File: src/rtl/alu_pkg.sv
// alu_pkg: aluOp field positions, funct3 codes and FSM state type for the execute-stage ALU.
package alu_pkg;
    localparam int ALU_EN = 4;
    localparam int ALT    = 3;
    localparam logic [2:0] F3_ADD  = 3'b000;
    localparam logic [2:0] F3_SLL  = 3'b001;
    localparam logic [2:0] F3_SLT  = 3'b010;
    localparam logic [2:0] F3_SLTU = 3'b011;
    localparam logic [2:0] F3_XOR  = 3'b100;
    localparam logic [2:0] F3_SR   = 3'b101;
    localparam logic [2:0] F3_OR   = 3'b110;
    localparam logic [2:0] F3_AND  = 3'b111;
    typedef enum logic [1:0] {IDLE, SHIFT, DONE} alu_state_t;
endpackage

File: src/rtl/alu_shift_step.sv
// alu_shift_step: one bounded shift of data_i by amt_i (never more than SHIFT_STEP) left, logical right or arithmetic right.
module alu_shift_step #(
    parameter int WIDTH = 32,
    parameter int AW    = 5
) (
    input  logic [WIDTH-1:0] data_i,
    input  logic [AW-1:0]    amt_i,
    input  logic             left_i,
    input  logic             arith_i,
    output logic [WIDTH-1:0] data_o
);
    logic signed [WIDTH-1:0] sra_v;
    // Kept separate so the arithmetic shift is evaluated in a signed context.
    assign sra_v  = $signed(data_i) >>> amt_i;
    assign data_o = left_i ? data_i << amt_i : arith_i ? sra_v : data_i >> amt_i;
endmodule

File: src/rtl/alu_exec_unit.sv
// alu_exec_unit: execute-stage ALU with valid/ready handshake; single-cycle logic/arith/compare,
// iterative shifts of SHIFT_STEP bits per cycle.
module alu_exec_unit
    import alu_pkg::*;
#(
    parameter int WIDTH      = 32,
    parameter int SHIFT_STEP = 1
) (
    input  logic             clk,
    input  logic             rst,
    input  logic             in_valid,
    output logic             in_ready,
    input  logic [4:0]       alu_op,
    input  logic [WIDTH-1:0] op_a,
    input  logic [WIDTH-1:0] op_b,
    output logic             out_valid,
    input  logic             out_ready,
    output logic [WIDTH-1:0] result,
    output logic             zero
);
    localparam int LW = $clog2(WIDTH);
    alu_state_t       state_q, state_d;
    logic [WIDTH-1:0] shreg_q, shreg_d, result_q, result_d, alu_res, shifted;
    logic [LW-1:0]    rem_q, rem_d, shamt, step;
    logic             left_q, left_d, arith_q, arith_d, zero_q;
    logic             accept, is_shift;
    logic [2:0]       f3;

    assign f3        = alu_op[2:0];
    assign shamt     = op_b[LW-1:0];
    assign in_ready  = (state_q == IDLE) || (state_q == DONE && out_ready);
    assign out_valid = state_q == DONE;
    assign result    = result_q;
    assign zero      = zero_q;
    assign accept    = in_valid && in_ready;
    assign is_shift  = alu_op[ALU_EN] && (f3 == F3_SLL || f3 == F3_SR);
    assign step      = (rem_q < LW'(SHIFT_STEP)) ? rem_q : LW'(SHIFT_STEP);

    // Shift ops land here only with shamt==0, where the result is op_a unchanged.
    assign alu_res = !alu_op[ALU_EN] ? op_b :
                     f3 == F3_ADD  ? (alu_op[ALT] ? op_a - op_b : op_a + op_b) :
                     f3 == F3_SLT  ? {{(WIDTH-1){1'b0}}, $signed(op_a) < $signed(op_b)} :
                     f3 == F3_SLTU ? {{(WIDTH-1){1'b0}}, op_a < op_b} :
                     f3 == F3_XOR  ? op_a ^ op_b :
                     f3 == F3_OR   ? op_a | op_b :
                     f3 == F3_AND  ? op_a & op_b : op_a;

    alu_shift_step #(.WIDTH(WIDTH), .AW(LW)) u_step (
        .data_i  (shreg_q),
        .amt_i   (step),
        .left_i  (left_q),
        .arith_i (arith_q),
        .data_o  (shifted)
    );

    always_comb begin
        state_d  = state_q;
        shreg_d  = shreg_q;
        rem_d    = rem_q;
        left_d   = left_q;
        arith_d  = arith_q;
        result_d = result_q;
        if (accept) begin
            if (is_shift && shamt != '0) begin
                state_d = SHIFT;
                shreg_d = op_a;
                rem_d   = shamt;
                left_d  = f3 == F3_SLL;
                arith_d = alu_op[ALT] && f3 == F3_SR;
            end else begin
                state_d  = DONE;
                result_d = alu_res;
            end
        end else if (state_q == SHIFT) begin
            shreg_d = shifted;
            rem_d   = rem_q - step;
            if (rem_q == step) begin
                state_d  = DONE;
                result_d = shifted;
            end
        end else if (state_q == DONE && out_ready) begin
            state_d = IDLE;
        end
    end

    always_ff @(posedge clk or posedge rst) begin
        if (rst) begin
            state_q  <= IDLE;
            shreg_q  <= '0;
            rem_q    <= '0;
            left_q   <= 1'b0;
            arith_q  <= 1'b0;
            result_q <= '0;
            zero_q   <= 1'b1;
        end else begin
            state_q  <= state_d;
            shreg_q  <= shreg_d;
            rem_q    <= rem_d;
            left_q   <= left_d;
            arith_q  <= arith_d;
            result_q <= result_d;
            zero_q   <= result_d == '0;
        end
    end
endmodule

File: config.mk
export PLATFORM = sky130hd
export DESIGN_NAME = alu_exec_unit
export DESIGN_NICKNAME = d
export VERILOG_FILES = /design/src/rtl/alu_pkg.sv /design/src/rtl/alu_shift_step.sv /design/src/rtl/alu_exec_unit.sv
export SDC_FILE = /design/constraint.sdc
export NUM_CORES = 1
export LEC_CHECK = 0
export ABC_AREA = 1
export BUFFER_PORTS_ARGS = -buffer_cell sky130_fd_sc_hd__buf_4
export CAP_MARGIN = 10
export CORE_ASPECT_RATIO = 0.9
export CORE_MARGIN = 2
export CORE_UTILIZATION = 62
export CTS_CLUSTER_DIAMETER = 120
export DETAILED_ROUTE_END_ITERATION = 10
export GPL_TIMING_DRIVEN = 0
export PLACE_DENSITY_LB_ADDON = 0.3
export SYNTH_ARGS = -nofsm -noshare
export SYNTH_HDL_FRONTEND = slang
export SYNTH_SLANG_ARGS = --single-unit
export TNS_END_PERCENT = 50
File: constraint.sdc
create_clock -name clk -period 3.56 [get_ports clk]
set_input_delay 0.534 -clock clk [delete_from_list [all_inputs] [get_ports clk]]
set_output_delay 0.534 -clock clk [all_outputs]
set_load 0.01 [all_outputs]
# ---- Word level (Yosys, flattened, before mapping)
# Cells that the tools add are included.
dict set report classes {
  n_addsub 3
  magnitude_cmp 3
  n_eq_ne 12
  shifts 3
  n_mux 26
  n_bitwise 3
  n_reduce_logical 16
}
# op count
set ops {}
lappend ops {{$mux W32} 17}
lappend ops {{$lt A32 B32 Y1} 2}
lappend ops {{$add A32 B32 Y32} 1}
lappend ops {{$and A32 B32 Y32} 1}
lappend ops {{$logic_not A32 Y1} 1}
lappend ops {{$or A32 B32 Y32} 1}
lappend ops {{$shl A32 B5 Y32} 1}
lappend ops {{$shr A32 B5 Y32} 1}
lappend ops {{$sshr A32 B5 Y32} 1}
lappend ops {{$sub A32 B32 Y32} 1}
lappend ops {{$xor A32 B32 Y32} 1}
lappend ops {{$mux W5} 4}
lappend ops {{$eq A3 B3 Y1 const B} 4}
lappend ops {{$mux W2} 5}
lappend ops {{$eq A3 B2 Y1 const B} 2}
lappend ops {{$reduce_and A2 Y1} 3}
lappend ops {{$eq A5 B5 Y1} 1}
lappend ops {{$logic_and A1 B1 Y1} 5}
lappend ops {{$lt A5 B1 Y1 const B} 1}
lappend ops {{$reduce_bool A5 Y1} 1}
lappend ops {{$sub A5 B5 Y5} 1}
lappend ops {{$eq A3 B1 Y1 const B} 1}
lappend ops {{$logic_not A3 Y1} 1}
lappend ops {{$ne A3 B2 Y1 const B} 1}
lappend ops {{other kinds (7)} 8}
dict set report totals {
  ff_bits 74
  in_bits 73
  out_inout_bits 35
  word_cells 73
}

# ---- Logic depth before layout (Yosys ltp)
dict set report logic_depth {
  depth_word 11
  depth_mapped 25
  ltp_nobuf 24
}

# ---- Modules after synthesis
# From an unflattened synthesis, not the netlist that was laid out.
dict set report unflattened {
  hier_cells 2713
  area_unflattened_um2 14646.5
}
# mod instances cells_per_inst area_each_um2
set modules_own_cells {}
lappend modules_own_cells {alu_exec_unit 1 1984 10958.0}
lappend modules_own_cells {alu_shift_step 1 729 3688.5}

# ---- Worst setup path before layout
# Ideal clock, no wire load.
dict set report synth_timing {
  kind {reg2reg}
  start {register rem_q[1]}
  end {register zero_q, in the netlist zero}
  t_arrival_ps 2441
  slack_ps 1052
  path_stages_with_launch 17
  path_buffers 3
  synth_period_minus_slack_ps 2508
  cell_sequence {dfrtp_1 > nor2_1 > nand3_1 > buf_2 > buf_2 > nand2_1 > ha_1 > nand4_1 > inv_1 > nor2_4 > buf_2 > a22o_1 > a21oi_1 > nand2_1 > nor2_1 > nand3_1 > nor2_1}
}
dict set report synth_between {
  elab_chain_cells 9
  elab_cells_between_ends 12
  classes_between {1 x order compare; 1 x eq/ne; 3 x shift; 6 x mux; 1 x reduce/logical}
}
# element line_no
set synth_rtl {}
lappend synth_rtl {{start: declaration} alu_exec_unit.sv:24} ;# logic [LW-1:0] rem_q, rem_d, shamt, step;
lappend synth_rtl {{start signal: assignment} alu_exec_unit.sv:98} ;# rem_q <= rem_d;
lappend synth_rtl {{$lt A5 B1 Y1} alu_exec_unit.sv:37} ;# assign step = (rem_q < LW'(SHIFT_STEP)) ? rem_q : LW'(SHIFT_STEP);
lappend synth_rtl {{$mux W5} alu_exec_unit.sv:37}
lappend synth_rtl {{$shr A32 B5 Y32 or $sshr A32 B5 Y32 (tied branches)} {alu_shift_step.sv:15, alu_shift_step.sv:14}}
lappend synth_rtl {{$mux W32 (2 in series)} alu_shift_step.sv:15} ;# assign data_o = left_i ? data_i << amt_i : arith_i ? sra_v : data_i >> amt_i;
lappend synth_rtl {{$mux W32 *} alu_exec_unit.sv:77} ;# if (rem_q == step) begin
lappend synth_rtl {{$mux W32 *} alu_exec_unit.sv:74} ;# end else if (state_q == SHIFT) begin
lappend synth_rtl {{$mux W32 *} alu_exec_unit.sv:63} ;# if (accept) begin
lappend synth_rtl {{$logic_not A32 Y1 *} alu_exec_unit.sv:102} ;# zero_q <= result_d == '0;
lappend synth_rtl {{end signal: assignment} alu_exec_unit.sv:94} ;# zero_q <= 1'b1;
lappend synth_rtl {{end signal: assignment} alu_exec_unit.sv:102}
lappend synth_rtl {{end: declaration} alu_exec_unit.sv:25} ;# logic left_q, left_d, arith_q, arith_d, zero_q;
# Mark *: on every way between the ends. The rest lies on a longest branch, timed or not.
# A chain may end at the register's enable or synchronous reset.

# ---- Worst setup path after layout
dict set report layout_timing {
  start {register rem_q[3]}
  end {register zero_q, in the netlist zero}
}
dict set report layout_between {
  elab_chain_cells 9
  elab_cells_between_ends 12
  classes_between {1 x order compare; 1 x eq/ne; 3 x shift; 6 x mux; 1 x reduce/logical}
}
# element line_no
set layout_rtl {}
lappend layout_rtl {{$lt A5 B1 Y1} alu_exec_unit.sv:37}
lappend layout_rtl {{$mux W5} alu_exec_unit.sv:37}
lappend layout_rtl {{$shr A32 B5 Y32 or $sshr A32 B5 Y32 (tied branches)} {alu_shift_step.sv:15, alu_shift_step.sv:14}}
lappend layout_rtl {{$mux W32 (2 in series)} alu_shift_step.sv:15}
lappend layout_rtl {{$mux W32 *} alu_exec_unit.sv:77}
lappend layout_rtl {{$mux W32 *} alu_exec_unit.sv:74}
lappend layout_rtl {{$mux W32 *} alu_exec_unit.sv:63}
lappend layout_rtl {{net result_d[2]} alu_exec_unit.sv:23} ;# logic [WIDTH-1:0] shreg_q, shreg_d, result_q, result_d, alu_res, shifted;
lappend layout_rtl {{$logic_not A32 Y1 *} alu_exec_unit.sv:102}
# Mark *: on every way through the listed nets, which the timed path passes. The rest lies on a longest branch.

==> metrics <==
clk_skew=0.00449 ns; antenna-violating nets left=0; final worst slack=0.188 ns; share of Yosys cell area claimed by the top area cell type=21.5%; Cell Pwr Density=531 nW/µm²; Sequential Power Share=22.3%; WL final=47000 µm; CP Class=reg -> reg; RR Startpoint=rem_q[3]; crit path capture=zero; register area share after synthesis=16.5%; largest net degree at the start of global routing=58; dpl hpwl=37700 µm; ys async rst share=100%; number of fill cells in the layout=1596; drt pass-1 iters=7; Worst Hold Class=in -> async; CTS tree=built; pre-CTS WS=0.0958 ns; clk slew on worst S/H paths=0.06 ns; r2r setup slk=0.19 ns; Skew-Pair Late Insertion Delay=0.34 ns; Post-synth top flop=dfrtp_1; syn_nets=2203; Max Cap Viol=0; Post-CTS Hold Buffers=0; Starting Density=63.5%; Post-synth EDFFs=0; # DRC=0; CP arrival=3.64 ns; Die Footprint=19200 µm²; layout cell share with drive strength beyond 1=9.09%; Worst Tran Pin Value=0.785 ns; Fin. Hold Viols=0; H-tree depth=3; Die Ht=132 µm; core area=17700 µm²; Final Instance Area=12800 µm²; Rel. slew slack=47.6%; Reg2Reg Capture Point=zero; worst-path fanout max=10; Root Driver=clkbuf_16; final setup fails=0; Congestion Overflow GR=0; Period minus WS final=3.37 ns; area leader, netlist=nand2_1; commonest cells after routing, fill and taps aside=nand2_1 (645), inv_1 (364), o21ai_0 (177); Worst EP required=3.83 ns; period utilization=94.7%; distinct cell type count after synthesis=45; synthesized area=11200 µm²; Inst Count DP=2376; setup total negative slack=0 ns; initial antenna violation count=0; Multi-input gate area=7600 µm²; CP endpoint kind=flip-flop; depth of the most critical reg-to-reg path=16; vias per inst=6.08; NetSw=3.47 mW; Initial DRC Count=2321; first-pass GRT wire length=71100 µm; row count=46; largest cells by area after synthesis=nand2_1 (22%), dfrtp_1 (16%), inv_1 (12%); Internal Pwr Total=3.30 mW; RSZ-0062 raised after global routing=false; clock sink total=74; most common cell after layout, fill and taps aside=nand2_1; Switching Share=51.3%; non-filler instance count after layout=2396; Synth Instances=2031; vias in the first global route=13000; Total Power=6.78 mW; wire per inst=19.6 µm; Worst Setup SP=rem_q[3]; Placer Congestion=1.10; clock buffer count from CTS=9; final net count=2323; Pleak=7.03 nW; Post-DP Area=12400 µm²; Layout area overhead=13.4%; synth warn=0; Worst VDD drop=0.000492 V; Die Wd=146 µm; combinational power share=61.9%; Clock power frac=15.8%; #FFs+latches synth=74; crit start category=flip-flop; Total Routing Usage GR=47.1%; IO Port Bufs=104; f_max=297 MHz; num ports=108; via count=14600; Avg Inst Size Synth=5.54 µm²; ant diodes=0; status=finished clean; clk buf depth=2; Max Transition Viols Final=0; FF/Latch Area=1850 µm²
-- final cells by class --
type | count | share of cell area, %
Timing Repair Buffer | 109 | 6.57
Inverter | 374 | 11.1
Clock inverter | 4 | 0.775
Multi-Input combinational cell | 1493 | 59.6
Tap cell | 240 | 2.36
Buffer | 90 | 3.19
Clock buffer | 12 | 1.93
Sequential cell | 74 | 14.5
-- cells in the mapped netlist, types with 2 or more instances --
| cell | count |
|---|---|
| o211ai_1 | 39 |
| o21bai_1 | 8 |
| buf_1 | 3 |
| nand4_1 | 15 |
| a22o_1 | 4 |
| nor2_1 | 138 |
| o221ai_1 | 9 |
| o22ai_1 | 10 |
| inv_1 | 366 |
| nand2_2 | 2 |
| clkbuf_2 | 2 |
| dfrtp_1 | 73 |
| buf_4 | 3 |
| clkbuf_1 | 45 |
| a31oi_1 | 30 |
| nor2_2 | 3 |
| a21o_1 | 5 |
| or2_2 | 5 |
| a21oi_1 | 112 |
| ha_1 | 97 |
| fa_1 | 2 |
| buf_2 | 36 |
| o21a_1 | 2 |
| nand3_1 | 116 |
| a31o_2 | 3 |
| and2_1 | 8 |
| o21ai_1 | 24 |
| nor4_1 | 2 |
| nand3b_1 | 3 |
| a211oi_1 | 2 |
| nor3_1 | 24 |
| inv_2 | 7 |
| nand2_1 | 645 |
| o21ai_0 | 177 |
-- power groups by stage --
stage / clock network [mW] / logic, mW / registers [mW]
floorplan: 0 / 2.48 / 1.51
global placement: 0 / 3.80 / 1.48
detailed placement: 0 / 3.91 / 1.50
CTS: 1.05 / 3.96 / 1.49
global route: 1.10 / 4.51 / 1.54
finish: 1.07 / 4.19 / 1.51
-- worst min-delay path by stage --
stage / slack (ns) / start / depth (start not counted) / endpoint
2_1_floorplan: 0.49 / rem_q[3] / 1 / rem_q[3]
3_3_place_gp: 0.51 / rem_q[3] / 1 / rem_q[3]
3_5_place_dp: 0.50 / rst / 2 / shreg_q[8]
4_1_cts: 0.15 / rst / 2 / shreg_q[8]
5_1_grt: 0.14 / rst / 2 / shreg_q[8]
6_report: 0.13 / rst / 2 / shreg_q[8]
-- routing by layer --
layer / part of all wire, % / routed length (µm) / vias to the layer above / GRT usage (%)
li1: - / - / 6667 / -
met4: 5.7 / 2700 / 0 / 22.0
met5: 0 / 0 / - / 0
met2: 42 / 19700 / 1253 / 70.8
met3: 15 / 6960 / 252 / 13.0
met1: 37 / 17600 / 6400 / 63.1
-- registers in the layout, indices dropped and copies added (netlist names) --
| register | count |
|---|---|
| result | 32 |
| zero | 1 |
| rem_q | 5 |
| shreg_q | 32 |
| left_q | 1 |
| arith_q | 1 |
| state_q | 2 |
-- kinds of logic after synthesis --
kind of cell,Yosys count,synth area share (%)
buf+inv,464,16.1
xor+xnor,1,0.0779
fa+ha+maj,99,11.1
simple gates,966,35.0
compound gates,427,21.3
flops,74,16.5
-- metrics by stage --
| step | hold WS [ns] | util [%] |
|---|---|---|
| 3_3_place_gp | 0.506 | 69.6 |
| 2_1_floorplan | 0.486 | - |
| 3_5_place_dp | 0.501 | 69.7 |
| 6_report | 0.131 | 71.9 |
| 5_1_grt | 0.145 | 71.9 |
| 4_1_cts | 0.149 | 71.7 |
-- worst max-delay path, stage by stage, from the launching register on --
cell        delay, ns
dfrtp_1          0.40
nor2_2           0.20
nand3_2          0.16
buf_2            0.24
buf_2            0.24
nand2_1          0.11
ha_1             0.19
nand4_1          0.23
clkinvlp_4       0.21
nor2_4           0.07
buf_2            0.23
nand2_1          0.10
o211ai_1         0.11
or2_0            0.23
nor2_1           0.15
nand3_1          0.22
nor2_1           0.19
-- what timing repair did --
action                     4_1_cts  5_1_grt
buffers inserted                 0        4
resized for setup                0        8
setup endpoints to repair        0        1
Power figures use the tool's default switching activity.
